===== src/rtl/regbank_spill_ctrl_pkg.sv =====
// Shared definitions for the banked register file spill/fill sequencer:
// save order, frame size and FSM state encoding.
package regbank_spill_ctrl_pkg;

  localparam int unsigned NR_SAVED = 16;
  localparam logic [4:0]  SP_ADDR  = 5'd2;

  typedef enum logic [2:0] {
    StIdle,
    StSpill,
    StSpUpd,
    StFillReq,
    StFillWait,
    StSwitch
  } state_e;

  // Caller-saved registers in stack-slot order: ra, t0-t2, a0-a7, t3-t6.
  localparam logic [4:0] SAVE_ORDER [NR_SAVED] = '{
    5'd1,  5'd5,  5'd6,  5'd7,  5'd10, 5'd11, 5'd12, 5'd13,
    5'd14, 5'd15, 5'd16, 5'd17, 5'd28, 5'd29, 5'd30, 5'd31
  };

  function automatic logic [4:0] saved_reg(input logic [3:0] idx);
    return SAVE_ORDER[idx];
  endfunction

endpackage


===== src/rtl/regbank_spill_ctrl_if.sv =====
// Signals between the spill sequencer, the commit/exception logic, the two
// register file banks and the dcache store/load port.
interface regbank_spill_ctrl_if #(
  parameter int unsigned XLEN = 64
);

  logic            ex_valid_i;
  logic            eret_i;
  logic [XLEN-1:0] sp_i;
  logic            bank_sel_o;
  logic            busy_o;
  logic            err_o;
  logic [4:0]      rf_raddr_o;
  logic [XLEN-1:0] rf_rdata_i;
  logic [4:0]      rf_waddr_o;
  logic [XLEN-1:0] rf_wdata_o;
  logic            rf_we_o;
  logic            rf_wbank_o;
  logic            mem_req_o;
  logic            mem_we_o;
  logic [XLEN-1:0] mem_addr_o;
  logic [XLEN-1:0] mem_wdata_o;
  logic            mem_gnt_i;
  logic            mem_rvalid_i;
  logic [XLEN-1:0] mem_rdata_i;

  // Sequencer side.
  modport master (
    input  ex_valid_i, eret_i, sp_i, rf_rdata_i, mem_gnt_i, mem_rvalid_i, mem_rdata_i,
    output bank_sel_o, busy_o, err_o, rf_raddr_o, rf_waddr_o, rf_wdata_o, rf_we_o,
           rf_wbank_o, mem_req_o, mem_we_o, mem_addr_o, mem_wdata_o
  );

  // Pipeline / regfile / dcache side.
  modport slave (
    output ex_valid_i, eret_i, sp_i, rf_rdata_i, mem_gnt_i, mem_rvalid_i, mem_rdata_i,
    input  bank_sel_o, busy_o, err_o, rf_raddr_o, rf_waddr_o, rf_wdata_o, rf_we_o,
           rf_wbank_o, mem_req_o, mem_we_o, mem_addr_o, mem_wdata_o
  );

endinterface


===== src/rtl/regbank_spill_ctrl.sv =====
// Bank-switch sequencer: on exception spills the old bank's caller-saved registers
// to the stack and sets the new bank's sp; on return fills them back and switches.
module regbank_spill_ctrl
  import regbank_spill_ctrl_pkg::*;
#(
  parameter int unsigned XLEN      = 64,
  parameter int unsigned DEPTH_MAX = 7
) (
  input  logic                 clk_i,
  input  logic                 rst_ni,
  regbank_spill_ctrl_if.master ctrl_io
);

  localparam int unsigned SlotBytes  = XLEN / 8;
  localparam int unsigned FrameBytes = NR_SAVED * SlotBytes;
  localparam int unsigned DepthW     = $clog2(DEPTH_MAX + 1);
  localparam logic [3:0]  LastIdx    = 4'(NR_SAVED - 1);

  function automatic logic [XLEN-1:0] slot_addr(input logic [XLEN-1:0] base,
                                                input logic [3:0]      idx);
    return base + XLEN'(idx) * XLEN'(SlotBytes);
  endfunction

  state_e             state_q;
  logic [3:0]         idx_q;
  logic [DepthW-1:0]  depth_q;
  logic               pending_q;
  logic               bank_q;
  logic               err_q;
  logic [XLEN-1:0]    base_q;
  logic [4:0]         raddr_q;
  logic [4:0]         waddr_q;
  logic [XLEN-1:0]    wdata_q;
  logic               rf_we_q;
  logic               wbank_q;
  logic               req_q;
  logic               mem_we_q;
  logic [XLEN-1:0]    addr_q;

  logic               busy;
  logic               ex_trig;
  logic [3:0]         idx_nxt;
  logic [XLEN-1:0]    spill_base;

  assign busy       = (state_q != StIdle);
  assign ex_trig    = ctrl_io.ex_valid_i | pending_q;
  assign idx_nxt    = idx_q + 4'd1;
  assign spill_base = ctrl_io.sp_i - XLEN'(FrameBytes);

  always_ff @(posedge clk_i or negedge rst_ni) begin
    if (!rst_ni) begin
      state_q   <= StIdle;
      idx_q     <= '0;
      depth_q   <= '0;
      pending_q <= 1'b0;
      bank_q    <= 1'b0;
      err_q     <= 1'b0;
      base_q    <= '0;
      raddr_q   <= '0;
      waddr_q   <= '0;
      wdata_q   <= '0;
      rf_we_q   <= 1'b0;
      wbank_q   <= 1'b0;
      req_q     <= 1'b0;
      mem_we_q  <= 1'b0;
      addr_q    <= '0;
    end else begin
      rf_we_q <= 1'b0;
      // Exceptions arriving mid-sequence queue one deep; returns cannot be queued.
      if (busy && ctrl_io.ex_valid_i) begin
        if (pending_q) err_q <= 1'b1;
        else           pending_q <= 1'b1;
      end
      if (busy && ctrl_io.eret_i) err_q <= 1'b1;

      unique case (state_q)
        StIdle: begin
          if (ex_trig) begin
            pending_q <= ctrl_io.ex_valid_i & pending_q;
            if (ctrl_io.eret_i) err_q <= 1'b1;
            if (depth_q < DepthW'(DEPTH_MAX)) begin
              base_q   <= spill_base;
              bank_q   <= ~bank_q;
              idx_q    <= '0;
              raddr_q  <= saved_reg(4'd0);
              addr_q   <= spill_base;
              req_q    <= 1'b1;
              mem_we_q <= 1'b1;
              state_q  <= StSpill;
            end else begin
              err_q <= 1'b1;
            end
          end else if (ctrl_io.eret_i && depth_q != '0) begin
            base_q   <= ctrl_io.sp_i;
            idx_q    <= '0;
            addr_q   <= ctrl_io.sp_i;
            req_q    <= 1'b1;
            mem_we_q <= 1'b0;
            state_q  <= StFillReq;
          end
        end
        StSpill: begin
          if (ctrl_io.mem_gnt_i) begin
            if (idx_q == LastIdx) begin
              req_q    <= 1'b0;
              mem_we_q <= 1'b0;
              rf_we_q  <= 1'b1;
              wbank_q  <= bank_q;
              waddr_q  <= SP_ADDR;
              wdata_q  <= base_q;
              state_q  <= StSpUpd;
            end else begin
              idx_q   <= idx_nxt;
              raddr_q <= saved_reg(idx_nxt);
              addr_q  <= slot_addr(base_q, idx_nxt);
            end
          end
        end
        StSpUpd: begin
          depth_q <= depth_q + DepthW'(1);
          state_q <= StIdle;
        end
        StFillReq: begin
          if (ctrl_io.mem_gnt_i) begin
            req_q   <= 1'b0;
            state_q <= StFillWait;
          end
        end
        StFillWait: begin
          if (ctrl_io.mem_rvalid_i) begin
            rf_we_q <= 1'b1;
            wbank_q <= ~bank_q;
            waddr_q <= saved_reg(idx_q);
            wdata_q <= ctrl_io.mem_rdata_i;
            if (idx_q == LastIdx) begin
              state_q <= StSwitch;
            end else begin
              idx_q   <= idx_nxt;
              addr_q  <= slot_addr(base_q, idx_nxt);
              req_q   <= 1'b1;
              state_q <= StFillReq;
            end
          end
        end
        StSwitch: begin
          bank_q  <= ~bank_q;
          depth_q <= depth_q - DepthW'(1);
          state_q <= StIdle;
        end
        default: state_q <= StIdle;
      endcase
    end
  end

  assign ctrl_io.bank_sel_o  = bank_q;
  assign ctrl_io.busy_o      = busy;
  assign ctrl_io.err_o       = err_q;
  assign ctrl_io.rf_raddr_o  = raddr_q;
  assign ctrl_io.rf_waddr_o  = waddr_q;
  assign ctrl_io.rf_wdata_o  = wdata_q;
  assign ctrl_io.rf_we_o     = rf_we_q;
  assign ctrl_io.rf_wbank_o  = wbank_q;
  assign ctrl_io.mem_req_o   = req_q;
  assign ctrl_io.mem_we_o    = mem_we_q;
  assign ctrl_io.mem_addr_o  = addr_q;
  // Regfile read is combinational, so store data must bypass the output registers.
  assign ctrl_io.mem_wdata_o = (req_q && mem_we_q) ? ctrl_io.rf_rdata_i : '0;

endmodule


===== src/flat_wrapper.sv =====
// flat-port wrapper written by rule: the top's interface ports become plain ports
module regbank_spill_ctrl_flat import regbank_spill_ctrl_pkg::*;
#(
  parameter int unsigned XLEN      = 64,
  parameter int unsigned DEPTH_MAX = 7
)
  (clk_i, rst_ni, ctrl_io_ex_valid_i, ctrl_io_eret_i, ctrl_io_sp_i, ctrl_io_rf_rdata_i, ctrl_io_mem_gnt_i, ctrl_io_mem_rvalid_i, ctrl_io_mem_rdata_i, ctrl_io_bank_sel_o, ctrl_io_busy_o, ctrl_io_err_o, ctrl_io_rf_raddr_o, ctrl_io_rf_waddr_o, ctrl_io_rf_wdata_o, ctrl_io_rf_we_o, ctrl_io_rf_wbank_o, ctrl_io_mem_req_o, ctrl_io_mem_we_o, ctrl_io_mem_addr_o, ctrl_io_mem_wdata_o);
  regbank_spill_ctrl_if #(.XLEN(XLEN)) ctrl_io_i ();
  input  logic clk_i;
  input  logic rst_ni;
  input wire logic [$bits(ctrl_io_i.ex_valid_i)-1:0] ctrl_io_ex_valid_i;
  input wire logic [$bits(ctrl_io_i.eret_i)-1:0] ctrl_io_eret_i;
  input wire logic [$bits(ctrl_io_i.sp_i)-1:0] ctrl_io_sp_i;
  input wire logic [$bits(ctrl_io_i.rf_rdata_i)-1:0] ctrl_io_rf_rdata_i;
  input wire logic [$bits(ctrl_io_i.mem_gnt_i)-1:0] ctrl_io_mem_gnt_i;
  input wire logic [$bits(ctrl_io_i.mem_rvalid_i)-1:0] ctrl_io_mem_rvalid_i;
  input wire logic [$bits(ctrl_io_i.mem_rdata_i)-1:0] ctrl_io_mem_rdata_i;
  output wire logic [$bits(ctrl_io_i.bank_sel_o)-1:0] ctrl_io_bank_sel_o;
  output wire logic [$bits(ctrl_io_i.busy_o)-1:0] ctrl_io_busy_o;
  output wire logic [$bits(ctrl_io_i.err_o)-1:0] ctrl_io_err_o;
  output wire logic [$bits(ctrl_io_i.rf_raddr_o)-1:0] ctrl_io_rf_raddr_o;
  output wire logic [$bits(ctrl_io_i.rf_waddr_o)-1:0] ctrl_io_rf_waddr_o;
  output wire logic [$bits(ctrl_io_i.rf_wdata_o)-1:0] ctrl_io_rf_wdata_o;
  output wire logic [$bits(ctrl_io_i.rf_we_o)-1:0] ctrl_io_rf_we_o;
  output wire logic [$bits(ctrl_io_i.rf_wbank_o)-1:0] ctrl_io_rf_wbank_o;
  output wire logic [$bits(ctrl_io_i.mem_req_o)-1:0] ctrl_io_mem_req_o;
  output wire logic [$bits(ctrl_io_i.mem_we_o)-1:0] ctrl_io_mem_we_o;
  output wire logic [$bits(ctrl_io_i.mem_addr_o)-1:0] ctrl_io_mem_addr_o;
  output wire logic [$bits(ctrl_io_i.mem_wdata_o)-1:0] ctrl_io_mem_wdata_o;
  assign ctrl_io_i.ex_valid_i = ctrl_io_ex_valid_i;
  assign ctrl_io_i.eret_i = ctrl_io_eret_i;
  assign ctrl_io_i.sp_i = ctrl_io_sp_i;
  assign ctrl_io_i.rf_rdata_i = ctrl_io_rf_rdata_i;
  assign ctrl_io_i.mem_gnt_i = ctrl_io_mem_gnt_i;
  assign ctrl_io_i.mem_rvalid_i = ctrl_io_mem_rvalid_i;
  assign ctrl_io_i.mem_rdata_i = ctrl_io_mem_rdata_i;
  assign ctrl_io_bank_sel_o = ctrl_io_i.bank_sel_o;
  assign ctrl_io_busy_o = ctrl_io_i.busy_o;
  assign ctrl_io_err_o = ctrl_io_i.err_o;
  assign ctrl_io_rf_raddr_o = ctrl_io_i.rf_raddr_o;
  assign ctrl_io_rf_waddr_o = ctrl_io_i.rf_waddr_o;
  assign ctrl_io_rf_wdata_o = ctrl_io_i.rf_wdata_o;
  assign ctrl_io_rf_we_o = ctrl_io_i.rf_we_o;
  assign ctrl_io_rf_wbank_o = ctrl_io_i.rf_wbank_o;
  assign ctrl_io_mem_req_o = ctrl_io_i.mem_req_o;
  assign ctrl_io_mem_we_o = ctrl_io_i.mem_we_o;
  assign ctrl_io_mem_addr_o = ctrl_io_i.mem_addr_o;
  assign ctrl_io_mem_wdata_o = ctrl_io_i.mem_wdata_o;
  regbank_spill_ctrl #(.XLEN(XLEN), .DEPTH_MAX(DEPTH_MAX)) u_core (.clk_i(clk_i), .rst_ni(rst_ni), .ctrl_io(ctrl_io_i));
endmodule

===== config.mk =====
export PLATFORM = sky130hd
export DESIGN_NAME = regbank_spill_ctrl_flat
export DESIGN_NICKNAME = d
export VERILOG_FILES = /design/src/rtl/regbank_spill_ctrl_pkg.sv /design/src/rtl/regbank_spill_ctrl_if.sv /design/src/rtl/regbank_spill_ctrl.sv /design/src/flat_wrapper.sv
export SDC_FILE = /design/constraint.sdc
export NUM_CORES = 1
export LEC_CHECK = 0
export BUFFER_PORTS_ARGS = -buffer_cell sky130_fd_sc_hd__clkbuf_2
export CORE_MARGIN = 2
export CORE_UTILIZATION = 50
export CTS_BUF_LIST = sky130_fd_sc_hd__clkbuf_16
export DETAILED_ROUTE_END_ITERATION = 6
export HOLD_SLACK_MARGIN = 0.08
export PLACE_DENSITY = 0.79
export SLEW_MARGIN = 20
export SYNTH_ARGS = -nofsm -noshare
export SYNTH_HDL_FRONTEND = slang
export SYNTH_SLANG_ARGS = --single-unit
export TNS_END_PERCENT = 5

===== constraint.sdc =====
create_clock -name clk_i -period 3.8 [get_ports clk_i]
set_input_delay 0.38 -clock clk_i [delete_from_list [all_inputs] [get_ports clk_i]]
set_output_delay 0.38 -clock clk_i [all_outputs]
set_load 0.01 [all_outputs]

==> run_results.csv, run 1 <==
group,metric,value,unit
timing,min_period,3.62,ns
finish,nNetsFinal,1998,
global_routing,antenna_found_initial,10,
finish,final_cell_mix,"clkbuf_2 (405), dfrtp_1 (218), nand2_1 (202)",
timing,fmax,0.276,GHz
finish,fillCellCount,2148,
drt,num_vias,12764,
global_routing,grt_start_max_net_pins,76,
setup_path,crit_path_end_kind,"flip-flop",
floorplanning,io_pins,407,
logic_synthesis,seq_area_frac_synth,0.435,
timing,fin_tns_setup,0,ns
drt,drcViolationCount,0,
timing,slew_headroom,0.236,
logic_synthesis,yosysWarnings,0,
outcome,status,"complete, no violations",
clocking,numCtsBuffers,25,
timing,worst-slew-pin-transition,1.15,ns
hold_path,hp-class,"input port to flip-flop",
finish,area_growth,25.8,%
placement,port_buffers,406,
timing,fin_skew,0.0137,ns
global_routing,groute.usage.overall,0.334,
clocking,cts_max_level,1,
pwr,seq_power_share,0.366,
timing,final-hold-violation-count,0,
setup_path,r2r-start,"u_core.idx_q[2]$_DFFE_PN0P_",
setup_path,worstSetupStartpoint,"u_core.idx_q[2]$_DFFE_PN0P_",
timing,setup_viol,0,
hold_path,hold_path_depth,3,
finish,utilization,0.636,
setup_path,critPathArrivalTime,4.02,ns
drt,wl,45.4,mm
clocking,cts_setup_buffers,0,
clocking,cts_root_buffer,"clkbuf_16",
setup_path,crit_type,"flip-flop to flip-flop",
drt,firstDrtPassIters,5,
clocking,tritoncts,"built",
hold_path,min-delay-start,"ctrl_io_sp_i[3]",
logic_synthesis,synthArstFlopShare,1.00,
floorplanning,die-area,26500,um2
setup_path,cp.required,4.20,ns
finish,multi_input_area,6740,um2
logic_synthesis,synthCells,1412,
logic_synthesis,synth.avg_cell_area,8.93,um2
setup_path,start_kind,"flip-flop",
pwr,pwr-share-comb,0.460,
drt,post_drt_via_cell_ratio,5.96,
pwr,p_switching,0.00573,W
finish,area.sequential,5480,um2
drt,wl_per_cell,21.2,um
setup_path,crit_chain,"ha_1 -> nand2_1 -> xor2_1 -> inv_1 -> ha_1 -> o21ai_0 -> a21o_1 -> or3_1 -> or3_1 -> xnor2_1 -> a221o_1",
timing,drv_slew,0,
setup_path,crit_path_top_delay_cell,"dfrtp_1",
job,maxCapViolCount,0,
logic_synthesis,synth_area,12600,um2
placement,globalplace.congestion,0.924,
pwr,p_leak,7.46,nW
setup_path,ff2ff_path_depth,11,
pwr,finalPower,0.0128,W
pwr,ir_drop,0.456,mV
global_routing,grt_pass1_wl,68.6,mm
floorplanning,die_width,163,um
placement,dp_hpwl,34.1,mm
placement,place_inst,2081,
clocking,clk_pin_slew_worst_paths,0.06,ns
drt,first_iter_violations,1240,
floorplanning,core.rowCount,58,
logic_synthesis,syn-num-nets,1626,
timing,min_period_over_period,0.953,
global_routing,grt_pass1_vias,12157,
timing,rsz0062_at_grt,"no",
floorplanning,initial_core_util,0.505,
clocking,cts_buffer_depth,3,
setup_path,cpPeakStageDelay,0.49,ns
pwr,p_int,0.00709,W
logic_synthesis,synthFlopType,"dfrtp_1",
floorplanning,dieHeight,163,um
clocking,clk_latency,0.53,ns
finish,layout_commonest_cell,"clkbuf_2",
logic_synthesis,synth_seq_cells,219,
drt,postRouteAntennaNets,0,
logic_synthesis,synth_edf_count,0,
global_routing,grt_overflow_total,0,
clocking,clock_sinks,219,
finish,fin_cells,2143,
floorplanning,core,25000,um2
logic_synthesis,synth_cell_types,62,
finish,drive_above_1_share,0.280,
setup_path,path_max_fanout,11,
pwr,p_sw_frac,0.447,
pwr,power_per_cell_area,808,nW/um2
pwr,clkPwrFrac,0.175,
[synth_stat cells (37+ instances only)]
master    number  area (um2)
mux2i_1       67         671
nor3_1        41         205
nand3_1       37         185
clkbuf_1      92         345
xor2_1        38         333
and3_1        83         519
dfrtp_1      219        5480
xnor2_1       59         517
a21oi_1       41         205
nor2_1        79         297
o21ai_0      116         581
nand2_1      202         758
[layer usage]
layer  vias to the layer above  wire [um]  track usage
met4                         0       2200        0.191
met5                         -          0            0
met1                      6155      16500        0.387
met3                       115       3500       0.0609
met2                       638      23100        0.582
li1                       5856          -            -
[sequential cells by signal (all words and copies together) (netlist names), 3 cells and up]
register,cells
u_core.base_q,64
u_core.ctrl_io.mem_addr_o,64
u_core.ctrl_io.rf_raddr_o,5
u_core.ctrl_io.rf_waddr_o,5
u_core.ctrl_io.rf_wdata_o,64
u_core.depth_q,3
u_core.idx_q,4
u_core.state_q,3
[critical path: cells and delay by family, from the launching register on]
family	cells	cell delay, ns
AND/OR/NAND/NOR	3	0.90
AO/OA/AOI/OAI	3	0.75
adder cells (fa/ha/maj)	2	0.64
XOR/XNOR	2	0.54
flip-flops	1	0.49
buffers and inverters	1	0.17
[metrics by stage]
stage / hold slack, ns / worst slack (ns) / cell area [um2]
2_1_floorplan: 0.0844 / 0.507 / 12600
3_3_place_gp: 0.387 / 0.361 / 15000
3_5_place_dp: 0.389 / 0.250 / 15000
4_1_cts: 0.0911 / 0.244 / 15800
5_1_grt: 0.100 / 0.0470 / 15900
6_report: 0.0984 / 0.178 / 15900
[kinds of logic (layout without fill, tap and decap cells)]
kind of cell / after synthesis / after routing / synth area share
DFF: 219 / 219 / 0.435
adders and majority gates: 18 / 18 / 0.0187
buffers and inverters: 121 / 512 / 0.0361
other: 0 / 10 / 0
xor gates and xnor gates: 97 / 97 / 0.0674
and+or+nand+nor: 585 / 585 / 0.235
AOI/OAI and AO/OA: 293 / 293 / 0.144
muxes: 79 / 79 / 0.0639
[final timing paths]
path	end	slack, ns
max reg2reg	u_core.ctrl_io.mem_addr_o[29]$_DFFE_PN0P_	0.18
max	u_core.ctrl_io.mem_addr_o[29]$_DFFE_PN0P_	0.18
min	u_core.base_q[3]$_DFFE_PN0P_	0.1
min in group asynchronous	u_core.ctrl_io.rf_wdata_o[4]$_DFFE_PN0P_	0.41
max in group asynchronous	u_core.base_q[45]$_DFFE_PN0P_	2.36
min reg2reg	u_core.ctrl_io.rf_wdata_o[29]$_DFFE_PN0P_	0.48
[what timing repair did]
action,in CTS,in global routing
hold endpoints to repair,77,0
hold buffers,6,0
endpoints found under the setup margin,0,1
resized for setup,0,1
[area by class of cell]
cell class,count,share of cell area
diodes,10,0.00158
clock buffers,25,0.0394
repair buffers,444,0.150
inverters,22,0.00520
multi-input cells,1072,0.425
clock inverters,21,0.00765
well taps,330,0.0260
flip-flops and latches,219,0.345
[power by group through the flow]
stage                     Combinational (W)  Sequential (W)  Clock [W]
after floorplan                     0.00354         0.00445          0
after global placement              0.00563         0.00463          0
after detailed placement            0.00583         0.00467          0
after CTS                           0.00588         0.00464    0.00225
after global routing                0.00648         0.00481    0.00234
final                               0.00589         0.00469    0.00224
Power figures use the tool's default switching activity.
==> run 2, diff against run 1 <==
==> constraint.sdc (replaced) <==
create_clock -name clk_i -period 3.7 [get_ports clk_i]
set_input_delay 0.37 -clock clk_i [delete_from_list [all_inputs] [get_ports clk_i]]
set_output_delay 0.37 -clock clk_i [all_outputs]
set_load 0.01 [all_outputs]
==> run 2 against run 1 <==
Net effect:
- flip-flop and latch count unchanged
- via count decreased by 0.42%
- worst setup slack improved by 0.036 ns
- critical path type unchanged
- critical endpoint is now u_core.ctrl_io.mem_addr_o[35]$_DFFE_PN0P_
==> run_results.csv, run 2 (synthesized netlist as in run 1, its figures left out) <==
group,metric,value,unit
setup_path,r2r-start,"u_core.idx_q[0]$_DFFE_PN0P_",
floorplanning,core,25000,um2
finish,area_growth,25.8,%
timing,min_period,3.49,ns
hold_path,min-delay-start,"ctrl_io_mem_rdata_i[39]",
setup_path,start_kind,"flip-flop",
drt,num_vias,12711,
finish,utilization,0.636,
hold_path,min_to,"u_core.ctrl_io.rf_wdata_o[39]$_DFFE_PN0P_",
clocking,clock_sinks,219,
timing,fin_tns_setup,0,ns
job,maxCapViolCount,0,
setup_path,ff2ff_path_depth,11,
finish,nNetsFinal,2004,
global_routing,grt_pass1_wl,70.1,mm
clocking,clk_latency,0.53,ns
placement,dp_hpwl,34.1,mm
placement,port_buffers,406,
setup_path,path_max_fanout,8,
timing,min_period_over_period,0.942,
clocking,cts_root_buffer,"clkbuf_16",
setup_path,r2r-end,"u_core.ctrl_io.mem_addr_o[35]$_DFFE_PN0P_",
setup_path,crit_type,"flip-flop to flip-flop",
timing,final-hold-violation-count,0,
drt,drcViolationCount,0,
global_routing,antenna_found_initial,10,
clocking,tritoncts,"built",
hold_path,hold_path_depth,3,
timing,slew_headroom,0.302,
finish,drive_above_1_share,0.282,
setup_path,critPathArrivalTime,3.88,ns
clocking,clk_pin_slew_worst_paths,0.06,ns
clocking,numCtsBuffers,25,
setup_path,cp.required,4.10,ns
drt,first_iter_violations,1222,
finish,fillCellCount,2147,
global_routing,grt_start_max_net_pins,89,
timing,worst-slew-pin-transition,1.05,ns
pwr,ir_drop,0.423,mV
floorplanning,core.rowCount,58,
setup_path,crit_path_end_kind,"flip-flop",
finish,final_cell_mix,"clkbuf_2 (405), dfrtp_1 (218), nand2_1 (202)",
drt,wl_per_cell,21.3,um
drt,wl,45.6,mm
hold_path,hp-class,"input port to flip-flop",
floorplanning,die-area,26500,um2
global_routing,grt_pass1_vias,12254,
timing,fin_skew,0.0197,ns
timing,fmax,0.287,GHz
floorplanning,io_pins,407,
global_routing,groute.usage.overall,0.341,
outcome,status,"complete, no violations",
timing,rsz0062_at_grt,"no",
floorplanning,die_width,163,um
drt,post_drt_via_cell_ratio,5.92,
timing,drv_slew,0,
setup_path,r2r_slack,0.21,ns
timing,setup_viol,0,
clocking,cts.repair.resized,0,
pwr,p_leak,7.47,nW
global_routing,grt_overflow_total,0,
clocking,cts_setup_buffers,0,
clocking,cts_buffer_depth,3,
drt,firstDrtPassIters,6,
pwr,power_per_cell_area,824,nW/um2
placement,globalplace.congestion,0.893,
clocking,cts_max_level,1,
finish,layout_commonest_cell,"clkbuf_2",
floorplanning,dieHeight,163,um
floorplanning,initial_core_util,0.505,
drt,postRouteAntennaNets,0,
run 2: repair_timing:
action                                  CTS  global route
hold buffers                              8             0
endpoints found under the hold margin    92             0
endpoints found under the setup margin    0             0
run 2: layer usage:
layer,wire length (um),part of all wire,GRT usage
met3,3670,0.080,0.0690
met2,22900,0.50,0.581
met5,0,0,0
met4,2270,0.050,0.181
met1,16800,0.37,0.407
run 2: worst max-delay path by stage:
stage	start	end	slack, ns	cells after the start
floorplan	u_core.idx_q[1]$_DFFE_PN0P_	u_core.ctrl_io.mem_addr_o[29]$_DFFE_PN0P_	0.41	12
global placement	u_core.idx_q[0]$_DFFE_PN0P_	u_core.ctrl_io.mem_addr_o[35]$_DFFE_PN0P_	0.46	11
detailed placement	u_core.idx_q[0]$_DFFE_PN0P_	u_core.ctrl_io.mem_addr_o[35]$_DFFE_PN0P_	0.32	11
CTS	u_core.idx_q[0]$_DFFE_PN0P_	u_core.ctrl_io.mem_addr_o[35]$_DFFE_PN0P_	0.30	11
global route	u_core.idx_q[0]$_DFFE_PN0P_	u_core.ctrl_io.mem_addr_o[35]$_DFFE_PN0P_	0.08	11
finish	u_core.idx_q[0]$_DFFE_PN0P_	u_core.ctrl_io.mem_addr_o[35]$_DFFE_PN0P_	0.21	11
run 2: worst max-delay path: stages, from the launching register on:
cell and delay [ns]:
dfrtp_1 0.48, inv_1 0.13, ha_1 0.38, inv_1 0.11
fa_1 0.41, nand2b_1 0.23, a21o_1 0.22, buf_4 0.18
nor3_1 0.59, nand2_1 0.15, xnor2_1 0.15, a221o_1 0.32
run 2: where the power goes:
| part | switching (W) | leakage (nW) | internal [W] |
|---|---|---|---|
| clock network | 0.00101 | 0.381 | 0.00122 |
| logic | 0.00361 | 4.40 | 0.00246 |
| registers | 0.00126 | 2.69 | 0.00352 |
| total | 0.00588 | 7.47 | 0.00721 |
run 2: area by class of cell:
| cell class | count | area, um2 | share of cell area |
|---|---|---|---|
| multi-input cells | 1072 | 6730 | 0.424 |
| well taps | 330 | 413 | 0.0260 |
| flip-flops and latches | 219 | 5480 | 0.345 |
| clock buffers | 25 | 626 | 0.0394 |
| diodes | 9 | 22.5 | 0.00142 |
| inverters | 22 | 82.6 | 0.00520 |
| repair buffers | 450 | 2420 | 0.152 |
| clock inverters | 20 | 93.8 | 0.00591 |
run 2: per-stage QoR:
step | std cells | setup WS [ns] | area, um2 | hold slack [ns] | total power [W]
2_1_floorplan | 1412 | 0.407 | 12600 | 0.0744 | 0.00821
6_report | 2147 | 0.214 | 15900 | 0.135 | 0.0131
3_3_place_gp | 2085 | 0.457 | 15000 | 0.425 | 0.0106
5_1_grt | 2146 | 0.0806 | 15900 | 0.142 | 0.0140
4_1_cts | 2138 | 0.305 | 15800 | 0.135 | 0.0130
3_5_place_dp | 2085 | 0.319 | 15000 | 0.416 | 0.0108
==> run 3, diff against run 2 <==
--- a/config.mk
+++ b/config.mk
@@ -7,11 +7,10 @@
 export LEC_CHECK = 0
 export BUFFER_PORTS_ARGS = -buffer_cell sky130_fd_sc_hd__clkbuf_2
 export CORE_MARGIN = 2
-export CORE_UTILIZATION = 50
+export CORE_UTILIZATION = 29
 export CTS_BUF_LIST = sky130_fd_sc_hd__clkbuf_16
 export DETAILED_ROUTE_END_ITERATION = 6
 export HOLD_SLACK_MARGIN = 0.08
-export PLACE_DENSITY = 0.79
 export SLEW_MARGIN = 20
 export SYNTH_ARGS = -nofsm -noshare
 export SYNTH_HDL_FRONTEND = slang
==> constraint.sdc (replaced) <==
create_clock -name clk_i -period 3.55 [get_ports clk_i]
set_input_delay 0.355 -clock clk_i [delete_from_list [all_inputs] [get_ports clk_i]]
set_output_delay 0.355 -clock clk_i [all_outputs]
set_load 0.01 [all_outputs]
==> run 3 against run 2 <==
Net effect:
- worst setup slack lost 0.0026 ns
- sequential power up 3%
- first-iteration DRC count decreased by 17%
- non-clock buffer count grew 61
- fmax increased by 4.4%
- via count rose by 0.17%
- flip-flop and latch count unchanged
- critical path depth unchanged
- die area up 70%
- wire length grew 12%
- largest cell class unchanged
==> run_results.csv, run 3 (synthesized netlist as in run 1, its figures left out) <==
group,metric,value,unit
outcome,status,"complete, no violations",
drt,drcViolationCount,0,
setup_path,cp.required,3.99,ns
job,maxCapViolCount,0,
clocking,clk_pin_slew_worst_paths,0.06,ns
drt,wl_per_cell,20.7,um
timing,slew_headroom,0.295,
drt,wl,51.1,mm
drt,first_iter_violations,1018,
floorplanning,dieHeight,213,um
drt,num_vias,12732,
floorplanning,core.rowCount,76,
timing,final-hold-violation-count,0,
clocking,clk_latency,0.57,ns
setup_path,start_kind,"flip-flop",
setup_path,path_max_fanout,8,
timing,min_period_over_period,0.940,
floorplanning,initial_core_util,0.293,
global_routing,groute.usage.overall,0.220,
timing,fin_tns_setup,0,ns
setup_path,critPathArrivalTime,3.78,ns
placement,globalplace.congestion,0.855,
pwr,power_per_cell_area,845,nW/um2
placement,port_buffers,406,
clocking,cts_root_buffer,"clkbuf_16",
setup_path,cpPeakStageDelay,0.50,ns
finish,area_growth,34.5,%
pwr,p_leak,7.81,nW
placement,post_dp_cell_area,15500,um2
timing,rsz0062_at_grt,"no",
global_routing,grt_start_max_net_pins,88,
timing,worst_slack,0.212,ns
global_routing,grt_pass1_vias,12437,
drt,postRouteAntennaNets,0,
setup_path,crit_chain,"inv_1 -> ha_1 -> inv_1 -> fa_1 -> nand2b_1 -> a21o_1 -> buf_4 -> nor3_1 -> nand2_1 -> xnor2_1 -> a221o_1",
timing,drv_slew,0,
placement,pre_cts_ws,0.174,ns
drt,post_drt_via_cell_ratio,5.17,
pwr,ir_drop,0.476,mV
floorplanning,core,43000,um2
finish,final_cell_mix,"clkbuf_2 (405), dfrtp_1 (218), nand2_1 (202)",
global_routing,antenna_found_initial,4,
timing,fmax,0.300,GHz
finish,drive_above_1_share,0.283,
clocking,clock_sinks,219,
global_routing,grt_overflow_total,0,
clocking,numCtsBuffers,28,
placement,dp_hpwl,37.9,mm
finish,fillCellCount,4382,
hold_path,hp-class,"input port to flip-flop",
timing,worst-slew-pin-transition,1.06,ns
timing,min_period,3.34,ns
floorplanning,io_pins,407,
timing,fin_skew,0.0263,ns
clocking,cts_buffer_depth,3,
finish,fin_area,17000,um2
global_routing,grt_pass1_wl,75.7,mm
drt,firstDrtPassIters,5,
floorplanning,die-area,45200,um2
clocking,tritoncts,"built",
clocking,cts_max_level,1,
finish,nNetsFinal,2068,
setup_path,crit_path_end_kind,"flip-flop",
setup_path,crit_type,"flip-flop to flip-flop",
clocking,cts_setup_buffers,0,
finish,layout_commonest_cell,"clkbuf_2",
timing,setup_viol,0,
setup_path,crit_path_top_delay_cell,"nor3_1",
floorplanning,die_width,213,um
setup_path,crit_path_frequent_cell,"inv_1",
[run 3: cell count changes in the layout (fill, tap and decap cells not counted), sizes merged]
cell         delta
dlygate4sd3    +50
buf            +11
diode           -7
clkbuf          +3
clkinvlp        +3
inv             -3
bufinv          +2
clkinv          +2
[run 3: what timing repair did]
item,CTS,global route
endpoints found under the hold margin,148,0
endpoints found under the setup margin,0,4
gates resized for setup,0,2
hold buffers,58,0
[run 3: worst paths after layout]
path | startpoint | endpoint | slack [ns] | depth (start not counted)
hold / removal | ctrl_io_mem_rdata_i[34] | u_core.ctrl_io.rf_wdata_o[34]$_DFFE_PN0P_ | 0.11 | 3
setup / recovery | u_core.idx_q[1]$_DFFE_PN0P_ | u_core.ctrl_io.mem_addr_o[35]$_DFFE_PN0P_ | 0.21 | 11
max in group asynchronous | rst_ni | u_core.base_q[32]$_DFFE_PN0P_ | 2.24 | 3
min in group asynchronous | rst_ni | u_core.ctrl_io.rf_we_o$_DFF_PN0_ | 0.40 | 2
hold reg to reg | u_core.ctrl_io.err_o$_DFF_PN0_ | u_core.ctrl_io.err_o$_DFF_PN0_ | 0.47 | 1
setup reg to reg | u_core.idx_q[1]$_DFFE_PN0P_ | u_core.ctrl_io.mem_addr_o[35]$_DFFE_PN0P_ | 0.21 | 11
[run 3: critical path, delay by kind of cell, from the launching register on]
kind,cells,cell delay (ns)
adder cells (fa/ha/maj),2,0.79
buffers and inverters,3,0.43
XOR/XNOR,1,0.14
flip-flops,1,0.44
AO/OA/AOI/OAI,2,0.54
AND/OR/NAND/NOR,3,0.86
[run 3: stage by stage]
step            util  hold WS (ns)  instances  power, W
6_report       0.395         0.110       2463    0.0143
5_1_grt        0.394         0.108       2462    0.0154
4_1_cts        0.394        0.0803       2461    0.0145
3_5_place_dp   0.360         0.447       2351    0.0116
3_3_place_gp   0.360         0.443       2351    0.0114
2_1_floorplan      -        0.0594       1412   0.00855
[run 3: area by class of cell]
type	instances	area, um2	area share
repair buffers	511	3030	0.178
inverters	22	82.6	0.00487
multi-input cells	1072	6750	0.398
clock buffers	28	701	0.0413
clock inverters	24	185	0.0109
flip-flops and latches	219	5480	0.323
well taps	585	732	0.0432
diodes	2	5.00	0.000295
[run 3: metal layers]
| layer | track usage | share of wire |
|---|---|---|
| met3 | 0.0422 | 0.070 |
| met2 | 0.387 | 0.49 |
| met4 | 0.0781 | 0.032 |
| met1 | 0.266 | 0.41 |
| met5 | 0 | 0.00053 |
[run 3: power breakdown]
| group | leakage [nW] | total, W | switching (W) | internal (W) |
|---|---|---|---|---|
| Combinational | 4.67 | 0.00663 | 0.00399 | 0.00264 |
| Clock | 0.445 | 0.00279 | 0.00121 | 0.00158 |
| Sequential | 2.69 | 0.00491 | 0.00124 | 0.00367 |
